## src/rtl/h4_platform_io.sv

```systemverilog
// Board I/O shim for the HD44780 LCD design: button conditioning, alive blink, dimmed RGB pads, parked LEDs/LCD bus.
// Latency: button SYNC_STAGES edges, PWM strobes 1 edge, RGB gating combinational, LCD bus constant.
// Backpressure: none; free-running outputs with no flow control.
//
// Ports:
//   i_clk, i_rst_n     system clock, asynchronous active-low reset
//   i_button_n         raw button pad, active low (pull-up: idle reads 1)
//   i_rgb_en/i_curr_en RGB driver enables; either low forces all RGB pads off
//   i_led_r_req/_b_req requests for red/blue to be lit (dimmed)
//   o_button           synchronised active-high button
//   o_alive            undimmed alive blink level
//   o_rgb_{g,b,r}      RGB pads, active low (current sink)
//   o_led              status LEDs, active low, parked off
//   o_lcd_rs/e/data    LCD bus, parked idle
module h4_platform_io #(
   parameter int         BLINK_BITS    = 25,
   parameter int         PWM_BITS      = 3,
   parameter int         SYNC_STAGES   = 2,
   parameter logic [3:0] LCD_IDLE_DATA = 4'b1010
) (
   input  logic       i_clk,
   input  logic       i_rst_n,
   input  logic       i_button_n,
   input  logic       i_rgb_en,
   input  logic       i_curr_en,
   input  logic       i_led_r_req,
   input  logic       i_led_b_req,
   output logic       o_button,
   output logic       o_alive,
   output logic       o_rgb_g,
   output logic       o_rgb_b,
   output logic       o_rgb_r,
   output logic [3:0] o_led,
   output logic       o_lcd_rs,
   output logic       o_lcd_e,
   output logic [3:0] o_lcd_data
);

   logic [BLINK_BITS-1:0]  blink_ctr;
   logic [PWM_BITS-1:0]    pwm_ctr;
   logic                   pwm_tick;
   logic                   g_pwm;
   logic                   r_pwm;
   logic                   b_pwm;
   logic [SYNC_STAGES-1:0] sync_chain;
   logic [3:0]             led_q;
   logic                   drv_en;

   // Single-clock strobe once per PWM period: the last count before wrap.
   assign pwm_tick = &pwm_ctr;

   // Alive is high during the first half of each blink period, so it starts
   // lit straight out of reset.
   assign o_alive = ~blink_ctr[BLINK_BITS-1];

   // Counters and PWM strobes. Reset re-aligns blink and PWM phase together.
   always_ff @(posedge i_clk or negedge i_rst_n) begin
      if (!i_rst_n) begin
         blink_ctr <= '0;
         pwm_ctr   <= '0;
         g_pwm     <= 1'b0;
         r_pwm     <= 1'b0;
         b_pwm     <= 1'b0;
      end else begin
         blink_ctr <= blink_ctr + BLINK_BITS'(1);
         pwm_ctr   <= pwm_ctr + PWM_BITS'(1);
         g_pwm     <= pwm_tick & o_alive;
         r_pwm     <= pwm_tick & i_led_r_req;
         b_pwm     <= pwm_tick & i_led_b_req;
      end
   end

   // Button synchroniser. Resets to the released (pulled-up) level so the
   // conditioned button reads not-pressed until the pad is actually sampled.
   always_ff @(posedge i_clk or negedge i_rst_n) begin
      if (!i_rst_n) begin
         sync_chain <= '1;
      end else begin
         sync_chain <= {sync_chain[SYNC_STAGES-2:0], i_button_n};
      end
   end

   assign o_button = ~sync_chain[SYNC_STAGES-1];

   // Status LEDs held off through a register so the pads come from a flop.
   always_ff @(posedge i_clk or negedge i_rst_n) begin
      if (!i_rst_n) begin
         led_q <= 4'hF;
      end else begin
         led_q <= 4'hF;
      end
   end

   assign o_led = led_q;

   // RGB driver gate: enables act in the same cycle, pads sink current when low.
   assign drv_en  = i_rgb_en & i_curr_en;
   assign o_rgb_g = ~(drv_en & g_pwm);
   assign o_rgb_r = ~(drv_en & r_pwm);
   assign o_rgb_b = ~(drv_en & b_pwm);

   // LCD bus parked idle; deliberately independent of reset.
   assign o_lcd_rs   = 1'b0;
   assign o_lcd_e    = 1'b0;
   assign o_lcd_data = LCD_IDLE_DATA;

endmodule

```

## config.mk

```make
export PLATFORM = sky130hd
export DESIGN_NAME = h4_platform_io
export DESIGN_NICKNAME = d
export VERILOG_FILES = /design/src/rtl/h4_platform_io.sv
export SDC_FILE = /design/constraint.sdc
export NUM_CORES = 1
export LEC_CHECK = 0
export CAP_MARGIN = 30
export CORE_MARGIN = 2
export CORE_UTILIZATION = 35
export DETAILED_ROUTE_END_ITERATION = 6
export GPL_ROUTABILITY_DRIVEN = 1
export REMOVE_ABC_BUFFERS = 1
export SLEW_MARGIN = 20
export SYNTH_ARGS = -nofsm -noshare
export SYNTH_HDL_FRONTEND = slang
export SYNTH_SLANG_ARGS = --single-unit
```

## constraint.sdc

```tcl
create_clock -name i_clk -period 1.65 [get_ports i_clk]
set_clock_uncertainty 0.1 [all_clocks]
set_input_delay 0.2475 -clock i_clk [delete_from_list [all_inputs] [get_ports i_clk]]
set_output_delay 0.2475 -clock i_clk [all_outputs]
set_load 0.03 [all_outputs]
```

; ---- Word-level counts from Yosys, hierarchy flattened
; Index checks and enable logic that the tools add are counted.
[totals]
latch_bits = 0
ff_bits = 33
ramBits = 0
wordCells = 21
memories = 0
mem_bits_ro = 0
[op_classes]
muxes = 0
reduce_logical = 1
n_shift = 0
bitwise = 12
n_addsub = 2
magnitude_cmp = 0
eq_ne = 0
n_mul = 0
div_mod_pow = 0
[op_table]
columns = op, n
row1 = 25-bit by 1-bit adder with 25-bit output (second input constant), 1
row2 = 1-bit AND, 7
row3 = 1-bit NOT, 5
row4 = 3-bit by 1-bit adder with 3-bit output (second input constant), 1
row5 = 3-bit AND reduction, 1

; ---- Logic depth before layout (Yosys ltp)
; Gate-level depths: netlist of run 1.
[logic_depth]
ltp_word = 3
ltp_mapped = 5
depth_no_buf = 5

; ---- Least setup slack after synthesis of run 1
; Ideal clock, no wire load.
[synth_path]
kind = register to register
startpoint = register blink_ctr[0]
endpoint = register blink_ctr[22]
path_stages_with_launch = 6
required_time_ns = 1.427
path_slack_ns = 0.136
arrival_ns = 1.292
n_path_buf = 0
setup_ns = 0.123
path_cell_list = dfrtp_1 > ha_1 > nand4_1 > nor3_2 > nand4_1 > xnor2_1
[synth_between]
elab_chain_len = 1
[synth_rtl]
columns = element, line_no
row1 = "start, declared", 39  ; logic [BLINK_BITS-1:0] blink_ctr;
row2 = "start signal, assigned", 65  ; blink_ctr <= blink_ctr + BLINK_BITS'(1);
row3 = 25-bit by 1-bit adder with 25-bit output, 65
; Every way passes these cells.

; ---- Worst setup path in the final report of run 1
[layout_path]
startpoint = register blink_ctr[12]
endpoint = register blink_ctr[14]
; The elaborated chain is that of the path after synthesis.

==> summary.txt, run 1 <==
Logic synthesis
  • Register area share after synthesis: 56.6%
  • Most common cell in the netlist: dfrtp_1
  • Synth cell count leaders: dfrtp_1 (31), xnor2_1 (17), buf_4 (10), nand3_1 (10)
  • Synth area leaders: dfrtp_1 (53%), xnor2_1 (10%), buf_4 (5.1%)
  • Area leader, netlist: dfrtp_1
  • Post-synth top area share: 53.0%
  • EDFF count, synth: 0
  • Post-synthesis cell count: 124
  • Synth Area per Inst: 11.8 um2
  • Top FF cell, synth: dfrtp_1
  • Fraction of registers with async set/reset: 100%
  • Mapped Area: 0.00146 mm2
  • Distinct cell type count after synthesis: 21
  • Synth warn: 0
  • Flops & latches, synth: 33

Worst setup path
  • Worst Path Max Fanout: 3
  • WP data arrival: 1.66 ns
  • Worst setup SP type: flop
  • Reg2reg start: blink_ctr[12]
  • Worst setup EP type: flop
  • Worst Path Class, Setup: reg -> reg
  • CP Data Required Time: 1.76 ns
  • Crit. Startpoint: blink_ctr[12]

Detailed routing
  • WL per Instance: 12.9 um
  • Total number of vias: 913
  • DR pass1 iterations: 4
  • DR iter-0 viols: 24
  • Total Wirelength: 2600 um
  • Routed Antenna Nets: 0
  • Post-route DRC: 0
  • Drt via density: 4.54

Outcome
  • Status: finished, final reports clean

Timing
  • Hold Vio Cnt, Final: 0
  • Part of the cycle the worst path needs: 93.9%
  • Slew Viols, Final: 0
  • Max Clock Freq: 645 MHz
  • Final worst-path setup slack: 0.100 ns
  • Setup_tns: 0 ns
  • Minimum clock period: 1.55 ns
  • RSZ-0062 raised after global routing: no
  • Finish-stage setup viols: 0

Cells and area
  • Fin nets: 160
  • Final non-filler cell area: 0.00178 mm2
  • Layout cells sized above 1: 18.5%
  • Synth-to-layout area growth: 21.5%
  • ANT cells: 0

Global route
  • Met2 usage: 21.2%
  • Largest net degree at the start of global routing: 34
  • Met3 Use GR: 5.84%
  • Total global routing overflow: 0
  • Vias in the first global route: 934
  • Layer with the highest usage: met2
  • Initial antenna violation count: 0
  • Global routing usage on met1: 14.3%
  • First-pass GRT wire length: 4220 um
  • Gr usage total: 13.3%

Hold path
  • Hold path startpoint: sync_chain[0]
  • Hold Path Class: reg -> reg

Floorplan
  • Starting Density: 36.6%
  • Die Area: 0.00472 mm2
  • Die Span Y: 68.7 um
  • Rows: 23
  • Core area: 0.00400 mm2
  • Die X: 68.7 um
  • # IOs: 22

Clock tree
  • Hold Buf Count CTS: 0
  • H-tree lvl count: 2
  • Reg clk slew, reported paths: 0.07 ns
  • Inserted Clock Buffers: 5
  • TritonCTS clock tree: yes
  • Total setup buffers inserted after CTS: 0
  • Clock Tree Buf Depth: 2
  • Root buf cell: clkbuf_8
  • Clock Sinks: 33
  • Clk_lat worst skew: 0.28 ns

Power and ir drop
  • P_leak: 0.824 nW
  • Pwr Density: 936 mW/mm2
  • Peak VDD IR: 0.555 mV

Place
  • Routability cong.: 0.750
  • Place WS: 0.125 ns
  • Post-Place Cell Area: 0.00166 mm2
  • Port Buffer Count: 11
  • Dpl hpwl: 1840 um

Flow run
  • Max-Cap Viols: 0
## worst max-delay path, cell delays in order (launching register included)
cell and delay, ns:
dfrtp_1 0.39, nand4_1 0.24, buf_4 0.23, nor4_1 0.36, xnor2_1 0.16
## power breakdown
part	internal [mW]	switching [mW]
Sequential	0.813	0.000589
Clock	0.492	0.292
Combinational	0.0154	0.0511
Total	1.32	0.344
## metrics by stage
stage          hold WS [ns]  instances  power (mW)  utilization (%)
5_1_grt               0.264        201        1.72             44.4
2_1_floorplan        -0.148        122       0.862                -
6_report              0.256        201        1.66             44.4
3_3_place_gp          0.246        193       0.895             41.5
3_5_place_dp          0.252        193       0.897             41.5
4_1_cts               0.256        201        1.69             44.3
## worst paths after layout
path / end / depth (start not counted) / slack (ns)
max: blink_ctr[14] / 4 / 0.10
min: sync_chain[1] / 0 / 0.26
max reg2reg: blink_ctr[14] / 4 / 0.10
min reg2reg: sync_chain[1] / 0 / 0.26
max in group asynchronous: sync_chain[1] / 2 / 0.86
min in group asynchronous: blink_ctr[14] / 2 / 0.27
## routing by layer
layer / up-vias / wire length [um] / share of wire [%]
met4: 0 / 61 / 2.3
met5: - / 0 / 0
met1: 455 / 1070 / 41
met3: 5 / 101 / 3.9
met2: 13 / 1370 / 53
li1: 440 / - / -
## layout by cell type (no fill, tap or decap), drive strengths merged
cell	count
nor2b	1
nor3	2
nand4	9
xor2	6
xnor2	17
dfstp	2
nor2	5
clkbuf	7
nand2	9
dfrtp	31
clkdlybuf4s50	6
nor4	4
bufinv	1
inv	8
nand3	11
dlygate4sd2	2
ha	3
and2	2
and3	2
conb	10
buf	13
## state kept, by name, summed over array words and instances, names as in the netlist
name	count
b_pwm	1
pwm_ctr	3
g_pwm	1
r_pwm	1
sync_chain	2
blink_ctr	25
## final cells by class
type	instances	area, um2
Clock buffer	7	86.3
Clock inverter	1	30.0
Fill cell	372	2220
Inverter	8	30.0
Multi-Input combinational cell	81	566
Sequential cell	33	828
Tap cell	50	62.6
Timing Repair Buffer	21	175
## cell families (layout without fill, tap and decap cells)
family	after synthesis	in the layout	synth area share, %
xor gates and xnor gates	23	23	13.8
adders and majority gates	3	3	2.56
buffers and inverters	18	37	7.18
DFF	33	33	56.6
other	2	10	0.513
and+or+nand+nor	45	45	19.4
## what timing repair did
action,in CTS,in global routing
pin swaps,0,1
gates resized for setup,2,1
endpoints found under the setup margin,2,5
gates cloned,0,0
No activity file was read; power rests on OpenSTA's default activity.
==> run 2: changes to the inputs <==
ABC_CLOCK_PERIOD_IN_PS = 1260   (was not set)
CTS_CLUSTER_DIAMETER = 200   (was not set)
clock period = 1.26 ns   (was 1.65 ns; I/O delays follow)
==> run 2 against run 1 <==
The flow now finishes with violations (setup timing). Total power increased by 15%. Die area unchanged. Clock-buffer cell count unchanged. Highest routed layer unchanged. Combinational power increased by 42%. Sequential cell count unchanged. Maximum frequency increased by 2.5%. Routed wire length increased by 9.6%. Critical path depth increased by 2. Hold slack got worse by 0.085 ns.
==> summary.txt, run 2 (synthesis gave the netlist of run 1 again) <==
Clock tree
  • Clock Sinks: 33
  • Inserted Clock Buffers: 5
  • Clock Tree Buf Depth: 2
  • Root buf cell: clkbuf_8
  • TritonCTS clock tree: yes
  • Clk_lat worst skew: 0.28 ns
  • H-tree lvl count: 2
  • Reg clk slew, reported paths: 0.07 ns

Floorplan
  • # IOs: 22
  • Core area: 0.00400 mm2
  • Die Area: 0.00472 mm2
  • Die X: 68.7 um
  • Rows: 23
  • Starting Density: 36.6%
  • Die Span Y: 68.7 um

Place
  • Dpl hpwl: 1980 um
  • Routability cong.: 0.747
  • Placed Cells: 217
  • Port Buffer Count: 11

Hold path
  • Hold Path Class: in -> async

Worst setup path
  • Worst setup EP type: flop
  • Worst Path Class, Setup: reg -> reg
  • Worst Path Max Fanout: 2
  • Worst setup SP type: flop
  • WP data arrival: 1.58 ns
  • CP Data Required Time: 1.33 ns

Global route
  • First-pass GRT wire length: 4470 um
  • Largest net degree at the start of global routing: 34
  • Initial antenna violation count: 0
  • Vias in the first global route: 998
  • Total global routing overflow: 0
  • Gr usage total: 13.3%

Detailed routing
  • Routed Antenna Nets: 0
  • Post-route DRC: 0
  • Total number of vias: 1028
  • Drt via density: 4.43
  • WL per Instance: 12.3 um
  • DR iter-0 viols: 38
  • Total Wirelength: 2850 um
  • DR pass1 iterations: 4

Power and ir drop
  • Pwr Density: 901 mW/mm2
  • Sw Share: 22.9%
  • Share of power burned in registers: 55.6%
  • Clock power frac: 39.5%
  • Peak VDD IR: 0.821 mV
  • Int Pwr: 1.48 mW
  • P_leak: 1.08 nW
  • Combinational share of power: 4.9%
  • Tot Pwr: 1.92 mW
  • Net switching power: 0.439 mW

Cells and area
  • Utilization after layout: 53.2%
  • Final cell count without fillers: 232
  • Top flop regs: blink_ctr x25, pwm_ctr x3, sync_chain x2
  • Biggest register: blink_ctr
  • Max reg flops: 25
  • ANT cells: 0
  • Fin nets: 191
  • Commonest cells after routing, fill and taps aside: buf_4 (39), dfrtp_1 (31), xnor2_1 (14), conb_1 (10), nand4_1 (9)
  • Fill count: 353
  • Most common cell after layout, fill and taps aside: buf_4
  • Synth-to-layout area growth: 45.3%
  • Layout cells sized above 1: 42.3%

Timing
  • Minimum clock period: 1.51 ns
  • Hold Slack: 0.171 ns
  • Final worst-path setup slack: -0.252 ns
  • Part of the cycle the worst path needs: 120%
  • RSZ-0062 raised after global routing: yes
  • Setup_tns: -2.73 ns
  • Hold Vio Cnt, Final: 0
  • Slew Viols, Final: 0
  • Max Clock Freq: 661 MHz
  • Finish-stage setup viols: 18

Outcome
  • Status: finished, violations left
  • Failing checks: setup timing

Flow run
  • Max-Cap Viols: 0
[run 2: area by class of cell]
class / instances / area [um2] / area share [%]
Clock buffer: 7 / 76.3 / 3.59
Clock inverter: 1 / 5.00 / 0.235
Inverter: 8 / 30.0 / 1.41
Multi-Input combinational cell: 81 / 679 / 31.9
Sequential cell: 33 / 828 / 38.9
Tap cell: 50 / 62.6 / 2.94
Timing Repair Buffer: 52 / 445 / 20.9
[run 2: final timing paths]
check	from	endpoint	slack, ns	depth (start not counted)
worst max-delay path	blink_ctr[12]	blink_ctr[23]	-0.25	6
worst min-delay path	i_rst_n	blink_ctr[5]	0.17	2
worst max register to register	blink_ctr[12]	blink_ctr[23]	-0.25	6
worst min register to register	sync_chain[0]	sync_chain[1]	0.26	0
max in group asynchronous	i_rst_n	sync_chain[0]	0.65	2
min in group i_clk	i_button_n	sync_chain[0]	0.22	1
[run 2: power by group through the flow]
stage / clock (mW) / combinational [mW] / sequential [mW]
after CTS: 0.767 / 0.0956 / 1.07
after global routing: 0.825 / 0.103 / 1.07
after detailed placement: 0 / 0.0958 / 1.09
final: 0.756 / 0.0945 / 1.07
after global placement: 0 / 0.0928 / 1.09
after floorplan: 0 / 0.0428 / 1.09
[run 2: metrics by stage]
stage          worst slack [ns]  cell area (um2)
5_1_grt                  -0.303             2130
6_report                 -0.252             2130
2_1_floorplan            -0.254             1420
4_1_cts                  -0.221             2010
3_5_place_dp             -0.257             1850
3_3_place_gp             -0.191             1850
[run 2: worst max-delay path: stages, from the launching register on]
cell and delay [ns]:
dfrtp_1 0.36, nand4_1 0.14, buf_4 0.18, nor4_4 0.28, buf_4 0.16, nand2_4 0.04, xnor2_2 0.13
[run 2: layer usage]
metal | global-route usage, % | part of all wire (%) | vias to the layer above
li1 | - | - | 502
met1 | 15.9 | 39 | 503
met2 | 20.8 | 55 | 18
met3 | 5.03 | 3.6 | 5
met4 | 7.00 | 1.8 | 0
met5 | 0 | 0 | -
[run 2: what timing repair did]
item,4_1_cts,5_1_grt
pin swaps,16,14
resized for setup,19,21
setup buffers,2,8
hold buffers,0,0
endpoints found under the setup margin,20,23
==> run 3: changes to the inputs <==
SKIP_LAST_GASP = 1   (was not set)
==> run 3 against run 2 <==
The run still ends with setup timing left. Non-clock buffer count decreased by 4. Clock-buffer cell count unchanged. Global-route usage about the same. Critical endpoint is now blink_ctr[13].
==> summary.txt, run 3 (synthesis gave the netlist of run 1 again) <==
Clock tree
  • H-tree lvl count: 2
  • Clk_lat worst skew: 0.28 ns
  • Hold Buf Count CTS: 0
  • Inserted Clock Buffers: 5
  • Clock Tree Buf Depth: 2
  • Root buf cell: clkbuf_8
  • TritonCTS clock tree: yes
  • Clock Sinks: 33
  • Reg clk slew, reported paths: 0.07 ns

Global route
  • Vias in the first global route: 1014
  • Gr usage total: 13.3%
  • First-pass GRT wire length: 4500 um
  • Initial antenna violation count: 0
  • Largest net degree at the start of global routing: 34
  • Total global routing overflow: 0

Cells and area
  • Layout cells sized above 1: 42.1%
  • Max reg flops: 25
  • Final non-filler cell area: 0.00211 mm2
  • Commonest cells after routing, fill and taps aside: buf_4 (32), dfrtp_1 (31), xnor2_1 (14), conb_1 (10)
  • Most common cell after layout, fill and taps aside: buf_4
  • Fill count: 359
  • Utilization after layout: 52.9%
  • Synth-to-layout area growth: 44.4%
  • Top flop regs: blink_ctr x25, pwm_ctr x3, sync_chain x2
  • Fin nets: 187
  • Biggest register: blink_ctr
  • ANT cells: 0

Worst setup path
  • Worst setup SP type: flop
  • CP Data Required Time: 1.33 ns
  • Reg2reg start: blink_ctr[5]
  • Worst Path Max Fanout: 7
  • Worst Path Class, Setup: reg -> reg
  • WP data arrival: 1.55 ns
  • Worst setup EP type: flop
  • Crit. Startpoint: blink_ctr[5]

Detailed routing
  • Max layer used: met4
  • WL per Instance: 12.6 um
  • Total Wirelength: 2870 um
  • Total number of vias: 1022
  • Post-route DRC: 0
  • Met3 WL: 95 um
  • Met1 WL: 1100 um
  • Metal2 WL: 1620 um
  • DR pass1 iterations: 4
  • Drt via density: 4.48
  • Routed Antenna Nets: 0
  • DR iter-0 viols: 28

Timing
  • RSZ-0062 raised after global routing: yes
  • Finish-stage setup viols: 17
  • Slew Viols, Final: 0
  • Setup_tns: -2.75 ns
  • Minimum clock period: 1.49 ns
  • Hold Slack: 0.172 ns
  • Hold Vio Cnt, Final: 0
  • Part of the cycle the worst path needs: 118%
  • Max Clock Freq: 673 MHz
  • Final worst-path setup slack: -0.226 ns

Place
  • Dpl hpwl: 1980 um
  • Routability cong.: 0.747
  • Post-Place Cell Area: 0.00185 mm2
  • Port Buffer Count: 11

Floorplan
  • Rows: 23
  • Core area: 0.00400 mm2
  • Die X: 68.7 um
  • # IOs: 22
  • Starting Density: 36.6%
  • Die Area: 0.00472 mm2
  • Die Span Y: 68.7 um

Outcome
  • Status: finished, violations left
  • Failing checks: setup timing

Power and ir drop
  • P_leak: 1.06 nW
  • Tot Pwr: 1.91 mW
  • Pwr Density: 904 mW/mm2
  • Peak VDD IR: 0.821 mV

Hold path
  • Hold Path Class: in -> async

Flow run
  • Max-Cap Viols: 0
## run 3: path summary, 6_finish.rpt
path	to	slack (ns)	cells past startpoint
setup / recovery	blink_ctr[13]	-0.23	5
hold / removal	blink_ctr[5]	0.17	2
setup reg to reg	blink_ctr[13]	-0.23	5
hold reg to reg	sync_chain[1]	0.26	0
max in group asynchronous	sync_chain[0]	0.65	2
min in group i_clk	sync_chain[0]	0.22	1
## run 3: power breakdown
part	switching (mW)	internal, mW	total, mW	leakage (nW)
logic	0.0692	0.0253	0.0945	0.580
registers	0.000851	1.07	1.07	0.436
clock network	0.364	0.387	0.751	0.0422
## run 3: through the flow
stage	cells	setup WS, ns
after floorplan	122	-0.254
after global placement	217	-0.191
after detailed placement	217	-0.257
after CTS	227	-0.221
after global routing	228	-0.325
final	228	-0.226
## run 3: timing repair
item                       4_1_cts  5_1_grt
setup buffers                    2        2
pin swaps                       15       18
gates resized for setup         16       28
setup endpoints to repair       20       23
## run 3: cell type report
cell class,count,area [um2],area share (%)
inverters,8,30.0,1.42
well taps,50,62.6,2.96
multi-input cells,81,686,32.4
flip-flops and latches,33,828,39.2
repair buffers,48,427,20.2
clock inverters,1,5.00,0.237
clock buffers,7,76.3,3.61
## run 3: metal layers
layer  vias to the layer above  track usage (%)
li1                        496                -
met1                       505             15.5
met2                        16             21.3
met3                         5             5.03
met4                         0             7.00
met5                         -                0
## run 3: worst max-delay path, cell delays in order, from the launching register on
cell and delay, ns:
dfrtp_1 0.41, nand3_4 0.11, nor4_4 0.28, buf_6 0.19, nand4_1 0.12, xnor2_1 0.15
